<file path="src/rtl/cr16_mem_pkg.sv">
// Shared definitions for the CR16 memory access path: FSM state encoding,
// operation codes, byte-lane enable constants and a lane-enable helper.
package cr16_mem_pkg;

  localparam logic [1:0] ST_IDLE   = 2'd0;
  localparam logic [1:0] ST_ACCESS = 2'd1;
  localparam logic [1:0] ST_DONE   = 2'd2;
  localparam logic [1:0] ST_ERR    = 2'd3;

  typedef enum logic [1:0] {
    OP_FETCH = 2'd0,
    OP_LOAD  = 2'd1,
    OP_STORE = 2'd2
  } op_t;

  localparam logic [1:0] BE_LO   = 2'b01;
  localparam logic [1:0] BE_HI   = 2'b10;
  localparam logic [1:0] BE_WORD = 2'b11;

  // Little-endian lane enables: byte accesses pick the lane from addr[0].
  function automatic logic [1:0] lane_be(input logic is_byte, input logic a0);
    if (!is_byte) return BE_WORD;
    return a0 ? BE_HI : BE_LO;
  endfunction

endpackage

</file>
<file path="src/rtl/byte_lane_extract.sv">
// Selects one byte lane of a bus word by address bit 0 and sign- or
// zero-extends it to the full data width. Purely combinational; shared with
// the datapath for LDB-style instructions.
module byte_lane_extract #(
  parameter int DATA_W = 16
) (
  input  logic [DATA_W-1:0] i_data,
  input  logic              i_sel_hi,
  input  logic              i_signed,
  output logic [DATA_W-1:0] o_data
);

  logic [7:0] w_lane;
  logic       w_fill;

  assign w_lane = i_sel_hi ? i_data[15:8] : i_data[7:0];
  assign w_fill = i_signed & w_lane[7];
  assign o_data = {{(DATA_W-8){w_fill}}, w_lane};

endmodule

</file>
<file path="src/rtl/mem_access_unit.sv">
// Memory access unit: sequences instruction fetches and data loads/stores
// over one memory port with variable latency, byte lanes, extension,
// misalignment detection and an ack timeout.
//
// Bus handshake: mem_req is held high for the whole access with mem_addr,
// mem_we, mem_be and mem_wdata stable; the access completes in the cycle
// mem_ack is sampled high, and mem_rdata is valid in that same cycle.
// mem_ack is ignored whenever mem_req is low.
module mem_access_unit
  import cr16_mem_pkg::*;
#(
  parameter int DATA_W  = 16,
  parameter int ADDR_W  = 16,
  parameter int TIMEOUT = 64
) (
  input  logic              clk,
  input  logic              reset,
  input  logic              fetch_req,
  input  logic              ld_req,
  input  logic              st_req,
  input  logic [ADDR_W-1:0] addr_in,
  input  logic [DATA_W-1:0] st_data,
  input  logic              size_byte,
  input  logic              ld_signed,
  output logic              busy,
  output logic              done,
  output logic              err,
  output logic [DATA_W-1:0] rdata,
  output logic [DATA_W-1:0] instr,
  output logic              mem_req,
  output logic              mem_we,
  output logic [1:0]        mem_be,
  output logic [ADDR_W-1:0] mem_addr,
  output logic [DATA_W-1:0] mem_wdata,
  input  logic              mem_ack,
  input  logic [DATA_W-1:0] mem_rdata,
  output logic [1:0]        dbg_state
);

  localparam int CNT_W = (TIMEOUT > 2) ? $clog2(TIMEOUT) : 1;
  localparam logic [CNT_W-1:0] CNT_LAST = CNT_W'(TIMEOUT - 1);

  logic [1:0]        r_state;
  logic [1:0]        w_next_state;
  op_t               r_op;
  logic [ADDR_W-1:0] r_addr;
  logic              r_byte;
  logic              r_signed;
  logic [DATA_W-1:0] r_wdata;
  logic [1:0]        r_be;
  logic [CNT_W-1:0]  r_cnt;
  logic [DATA_W-1:0] r_rdata;
  logic [DATA_W-1:0] r_instr;

  logic              w_any_req;
  op_t               w_op;
  logic              w_byte;
  logic              w_misalign;
  logic              w_timeout;
  logic              w_accept;
  logic [DATA_W-1:0] w_wdata_fmt;
  logic [DATA_W-1:0] w_ext;

  assign w_any_req  = st_req | ld_req | fetch_req;
  assign w_byte     = (w_op != OP_FETCH) & size_byte;
  assign w_misalign = addr_in[0] & ~w_byte;
  assign w_timeout  = (r_cnt == CNT_LAST) & ~mem_ack;
  assign w_accept   = (r_state == ST_IDLE) & w_any_req;

  // Request arbitration: store beats load beats fetch; losers are dropped.
  always_comb begin
    w_op = OP_FETCH;
    if (st_req)      w_op = OP_STORE;
    else if (ld_req) w_op = OP_LOAD;
  end

  // Store data formatting: a byte store replicates the low byte on both lanes.
  always_comb begin
    w_wdata_fmt = st_data;
    if (w_byte) begin
      w_wdata_fmt        = '0;
      w_wdata_fmt[15:0]  = {st_data[7:0], st_data[7:0]};
    end
  end

  byte_lane_extract #(
    .DATA_W (DATA_W)
  ) u_lane (
    .i_data   (mem_rdata),
    .i_sel_hi (r_addr[0]),
    .i_signed (r_signed),
    .o_data   (w_ext)
  );

  // State register.
  always_ff @(posedge clk) begin
    if (reset) r_state <= ST_IDLE;
    else       r_state <= w_next_state;
  end

  // Next-state logic.
  always_comb begin
    w_next_state = r_state;
    case (r_state)
      ST_IDLE: begin
        if (w_any_req) w_next_state = w_misalign ? ST_ERR : ST_ACCESS;
      end
      ST_ACCESS: begin
        if (mem_ack)        w_next_state = ST_DONE;
        else if (w_timeout) w_next_state = ST_ERR;
      end
      ST_DONE: w_next_state = ST_IDLE;
      ST_ERR:  w_next_state = ST_IDLE;
      default: w_next_state = ST_IDLE;
    endcase
  end

  // Outputs decoded from state; bus strobes only during ACCESS.
  always_comb begin
    busy    = 1'b0;
    done    = 1'b0;
    err     = 1'b0;
    mem_req = 1'b0;
    mem_we  = 1'b0;
    mem_be  = 2'b00;
    case (r_state)
      ST_ACCESS: begin
        busy    = 1'b1;
        mem_req = 1'b1;
        mem_we  = (r_op == OP_STORE);
        mem_be  = r_be;
      end
      ST_DONE: begin
        busy = 1'b1;
        done = 1'b1;
      end
      ST_ERR:  err = 1'b1;
      default: ;
    endcase
  end

  // Operation latch (MAR/MDR), wait counter and result capture on ack.
  always_ff @(posedge clk) begin
    if (reset) begin
      r_op     <= OP_FETCH;
      r_addr   <= '0;
      r_byte   <= 1'b0;
      r_signed <= 1'b0;
      r_wdata  <= '0;
      r_be     <= 2'b00;
      r_cnt    <= '0;
      r_rdata  <= '0;
      r_instr  <= '0;
    end else begin
      if (w_accept) begin
        r_op     <= w_op;
        r_addr   <= addr_in;
        r_byte   <= w_byte;
        r_signed <= ld_signed;
        r_wdata  <= w_wdata_fmt;
        r_be     <= lane_be(w_byte, addr_in[0]);
        r_cnt    <= '0;
      end
      if (r_state == ST_ACCESS) begin
        if (mem_ack) begin
          if (r_op == OP_FETCH)     r_instr <= mem_rdata;
          else if (r_op == OP_LOAD) r_rdata <= r_byte ? w_ext : mem_rdata;
        end else if (!w_timeout) begin
          r_cnt <= r_cnt + CNT_W'(1);
        end
      end
    end
  end

  assign mem_addr  = r_addr;
  assign mem_wdata = r_wdata;
  assign rdata     = r_rdata;
  assign instr     = r_instr;
  assign dbg_state = r_state;

endmodule
</file>
<file path="config.mk">
export PLATFORM = sky130hd
export DESIGN_NAME = mem_access_unit
export DESIGN_NICKNAME = d
export VERILOG_FILES = /design/src/rtl/cr16_mem_pkg.sv /design/src/rtl/byte_lane_extract.sv /design/src/rtl/mem_access_unit.sv
export SDC_FILE = /design/constraint.sdc
export NUM_CORES = 1
export LEC_CHECK = 0
export ABC_AREA = 1
export ABC_CLOCK_PERIOD_IN_PS = 1800
export CORE_UTILIZATION = 45
export DETAILED_ROUTE_END_ITERATION = 7
export GPL_TIMING_DRIVEN = 0
export PLACE_DENSITY = 0.88
export SYNTH_ARGS = -nofsm -noshare
export SYNTH_HDL_FRONTEND = slang
export SYNTH_HIERARCHICAL = 1
export SYNTH_SLANG_ARGS = --single-unit
</file>
<file path="constraint.sdc">
create_clock -name clk -period 1.8 [get_ports clk]
set_clock_uncertainty 0.15 [all_clocks]
set_input_delay 0.36 -clock clk [delete_from_list [all_inputs] [get_ports clk]]
set_output_delay 0.36 -clock clk [all_outputs]
set_load 0.05 [all_outputs]
</file>
======== Yosys cells after proc, flatten, opt, wreduce, memory -nomap -nowiden ========
Index checks and enable logic that the tools add are counted.
word-level totals
  output and inout bits ................... 73
  logic and storage cells ................. 63
  bits in read-only memories .............. 0
  bits in writable memories ............... 0
  bits of input ports ..................... 56
  bits in latches ......................... 0
  register bits ........................... 78
  memories kept ........................... 0
operators by class
  bitwise gates (word level) .............. 10
  magnitude comparators ................... 0
  reduce and logical (&&, ||, !) cells .... 8
  eq/ne operators ......................... 8
  $add $sub $neg .......................... 1
  mux-type cells .......................... 26
  $mul .................................... 0
  shift operators ......................... 0
  div/mod/pow operators ................... 0
operators with widths
  kind                   number
  $mux W16               2
  $mux W6                4
  $mux W2                9
  $mux W1                9
  $mux W8                1
  $add A6 B1 Y6 const B  1
  $eq A2 B2 Y1 const B   3
  $eq A6 B6 Y1 const B   1
  $pmux W2 S3            1
  $and A1 B1 Y1          5
  $eq A2 B1 Y1 const B   2
  $logic_not A2 Y1       2
  $reduce_and A4 Y1      1
  $reduce_or A2 Y1       2
  $ne A3 B3 Y1 const B   1
  $not A1 Y1             3
  $reduce_and A3 Y1      1
  $ne A2 B2 Y1 const B   1
  $or A1 B1 Y1           2
  $reduce_and A2 Y1      1
  $reduce_bool A2 Y1     1

======== Logic depth before layout (Yosys ltp) ========
  depth after elaboration ................. 9
  depth in mapped cells ................... 10
  mapped depth without buffers ............ 8

======== Modules after synthesis ========
The synthesis kept the hierarchy.
by module, submodules not included
  module             seq. area each (µm²)  area each (µm²)  cells an instance  times used
  mem_access_unit    1561.5                3310.7           437                1
  byte_lane_extract  0.0                   198.9            39                 1

======== Least setup slack after synthesis ========
OpenSTA, ideal clock, no wires.
  kind .................................... flip-flop to output port
  from .................................... register r_state[0] (netlist: dbg_state[0])
  to ...................................... output port mem_we
  setup slack ............................. -1.177 ns
  required time ........................... 1.290 ns
  arrival time ............................ 2.467 ns
  stages on the path, launching flop included .. 4
  path buffers ............................ 0
  path through ............................ dfxtp_1 ha_1 inv_1 nor3_1
on the way
  longest elaborated chain between the ends .. 2
RTL lines
  what                      line                    text
  start: declaration        mem_access_unit.sv:43   logic [1:0] r_state;
  start signal: assignment  mem_access_unit.sv:98   else r_state <= w_next_state;
  $eq A2 B1 Y1              mem_access_unit.sv:126  case (r_state)
  $mux W1                   mem_access_unit.sv:126
  end: declaration          mem_access_unit.sv:31   output logic mem_we,
No other way between the ends.

======== Worst setup path after layout ========
  from .................................... register r_state[1] (netlist: dbg_state[1])
  to ...................................... output port mem_we
Same word-level chain as after synthesis.

==> impl_metrics.py <==
metrics = {
    "pwr": {
        "comb_power_share_pct": 44.7,
        "p_int_mw": 3.513,
        "swShare_pct": 43.57,
        "power_density_nw_per_um2": 1218,
        "clkPwrFrac_pct": 20.6,
        "p_total_mw": 6.225,
        "p_seq_share_pct": 34.8,
        "leakagePower_nw": 2.414,
        "p_sw_mw": 2.712,
        "max-vdd-ir-drop_uv": 865.1,
    },
    "finish": {
        "diodes": 0,
        "drive_above_1_share_pct": 13.74,
        "fin_nets": 683,
        "design_area_um2": 5110,
        "utilization_pct": 68.97,
        "fillers": 602,
        "syn2layout_area_growth_pct": 45.60,
    },
    "timing": {
        "slew_violations": 0,
        "tightest_slew_ns": 0.6739,
        "fin_crit_ns": 1.938,
        "worst_slack_ns": -0.1381,
        "setup_tns_ns": -0.4336,
        "fmax_mhz": 516.0,
        "finalSetupViolations": 7,
        "hold_ws_ns": 0.3324,
        "period_share_pct": 107.7,
        "slew_headroom_pct": 54.77,
        "final_hold_viol_count": 0,
        "rsz0062_at_grt": "yes",
    },
    "setup_path": {
        "cp.arrival_ns": 1.43,
        "crit_path_end_kind": "primary output",
        "path_class": "flop to primary output",
        "required_ns": 1.29,
        "worst-path-buf-inv": 3,
        "crit_slowest_cell": "dfxtp_2",
        "crit_chain": "inv_4 > ha_4 > inv_4 > nor3_4 > buf_6",
        "cp_common_cell": "inv_4",
        "cpLargestDelayFamily": "flip-flops",
        "cp_max_fo": 6,
        "start_kind": "flop",
        "worst_path_largest_cell_delay_ns": 0.36,
    },
    "route": {
        "drtIter0Drc": 215,
        "ant_nets": 0,
        "via_per_inst": 5.097,
        "drtPass1Iterations": 4,
        "wl_um": 10660,
        "remaining_drc_errors": 0,
        "vias": 3695,
        "wl_per_cell_um": 14.71,
    },
    "logic_synthesis": {
        "yosys_warnings": 6,
        "synth.cell_area_um2": 3510,
        "synth_most_common_cell": "nor2_1",
        "synth.top_cell.area_share_pct": 44.49,
        "synth-simple-area-share_pct": 22.21,
        "synthCells": 476,
        "yosys_register_bits": 78,
        "synth_common_cells": "89 x nor2_1, 78 x dfxtp_1, 77 x nand2_1",
        "syn_area_per_cell_um2": 7.373,
        "synthAdderAreaFrac_pct": 2.139,
        "synth_edf_count": 0,
        "synth_top_area_cell": "dfxtp_1",
        "synth_xor_area_share_pct": 0,
        "synth.distinct_cells": 28,
        "async_flop_share_pct": 0,
        "synth.mux.area_fraction_pct": 0,
        "synthesis.nets": 538,
        "synth_top_family_by_area": "simple AND/OR/NAND/NOR gates",
        "yosys_most_used_dff": "dfxtp_1",
        "synth-compound-area-share_pct": 20.68,
        "netlist_top_cells_area": "dfxtp_1 44%, nor2_1 9.5%, o21ai_1 8.8%",
        "yosysSeqAreaShare_pct": 44.49,
    },
    "job": {
        "max-cap-violations": 0,
    },
    "clock_network": {
        "cts_tree": "done",
        "clkSlewWorstSetupHoldPaths_ns": 0.08,
        "htreeDepth": 3,
        "clockBufferDepth": 2,
        "clock_latency_ns": 0.36,
        "cts_sinks": 78,
        "cts-root-buf": "clkbuf_8",
        "cts_buffers": 9,
    },
    "floorplan": {
        "fp.dieArea_um2": 8156,
        "initial_utilization_pct": 47.37,
        "ios": 129,
        "die_h_um": 90.31,
        "chipWidth_um": 90.31,
        "core_um2": 7408,
        "num_rows": 31,
    },
    "global_route": {
        "first_global_vias": 3455,
        "antenna_found_initial": 0,
        "grt-ovfl-total": 0,
        "grtUsageTotal_pct": 25.59,
        "grt_max_degree": 13,
        "grt_pass1_wl_um": 16470,
    },
    "place": {
        "place_area_um2": 4942,
        "gp_congestion": 0.9172,
        "io_buffers": 128,
        "hpwl_um": 8036,
    },
    "outcome": {
        "violations": "setup timing",
        "status": "finished, violations left",
    },
    "worst_hold_path": {
        "hp-class": "flop to flop",
    },
}
==> layer usage <==
metal / up-vias / routed length [um] / global-route usage [%]
met4: 0 / 312 / 13.17
met5: - / 0 / 0
met2: 135 / 5245 / 42.94
li1: 1817 / - / -
met3: 27 / 717 / 5.051
met1: 1716 / 4386 / 31.07
==> stage by stage <==
step | instances | worst slack [ns]
floorplan | 476 | -0.06529
finish | 725 | -0.1381
global route | 725 | -0.1679
detailed placement | 703 | -0.4314
CTS | 721 | -0.1252
global placement | 703 | -0.4016
==> layout make-up <==
class / count / area, um^2 / area share, %
timing repair buffer: 134 / 1250 / 24.46
clock inverter: 4 / 47.55 / 0.9305
multi-input combinational: 325 / 1612 / 31.54
inverter: 42 / 167.7 / 3.281
tap: 99 / 123.9 / 2.424
buffer: 31 / 206.4 / 4.040
clock buffer: 12 / 135.1 / 2.644
sequential: 78 / 1568 / 30.68
==> cell families after synthesis <==
| family | count (synthesis) |
|---|---|
| and+or+nand+nor | 188 |
| buffers and inverters | 73 |
| AOI/OAI and AO/OA | 131 |
| adders and majority gates | 6 |
| DFF | 78 |
==> state kept, by name (all words and copies together) (netlist names) <==
register / cells
dbg_state: 2
instr: 16
mem_addr: 16
mem_wdata: 16
r_be: 2
r_byte: 1
r_cnt: 6
r_op: 2
r_signed: 1
rdata: 16
==> cells in the final DEF (no fill, tap or decap), types with 2 or more instances in the layout <==
cell type and instances:
a21oi_1 31, a21oi_2 12, buf_2 4, buf_4 20, buf_6 10, clkbuf_1 12
clkbuf_8 9, clkdlybuf4s50_1 55, clkinv_2 2, dfxtp_1 75, dfxtp_2 2, dlygate4sd2_1 64
ha_1 4, inv_1 34, inv_2 4, inv_4 4, nand2_1 77, nand2_2 3
nand3_1 10, nor2_1 89, nor2_4 2, nor3_4 2, o21ai_0 24, o21ai_1 62
==> tightest hold or removal path: cells and delay by family (launching register included) <==
| kind | cells | cell delay, ns |
|---|---|---|
| DFF | 1 | 0.33 |
| and+or+nand+nor | 2 | 0.12 |
==> power by group through the flow <==
stage / sequential (mW) / clock [mW] / combinational (mW)
detailed placement: 2.21 / 0 / 2.81
finish: 2.16 / 1.28 / 2.78
global route: 2.19 / 1.34 / 2.95
floorplan: 3.01 / 0 / 1.09
CTS: 2.16 / 1.28 / 2.69
global placement: 2.20 / 0 / 2.77
==> timing repair <==
item	CTS	global route
pin swaps	0	2
hold endpoints to repair	0	0
hold buffers	0	0
setup endpoints to repair	73	17
resized for setup	113	12
buffers inserted	2	4
==> final timing paths <==
kind,startpoint,endpoint,slack (ns),cells after the start
setup / recovery,dbg_state[1]$_SDFFE_PP0P_,mem_we,-0.14,5
hold / removal,mem_addr[14]$_SDFFE_PP0P_,mem_addr[14]$_SDFFE_PP0P_,0.33,2
setup reg to reg,dbg_state[1]$_SDFFE_PP0P_,rdata[15]$_SDFFE_PP0P_,0.09,9
hold reg to reg,mem_addr[14]$_SDFFE_PP0P_,mem_addr[14]$_SDFFE_PP0P_,0.33,2
Note: power is estimated with default switching activity, not from simulation.
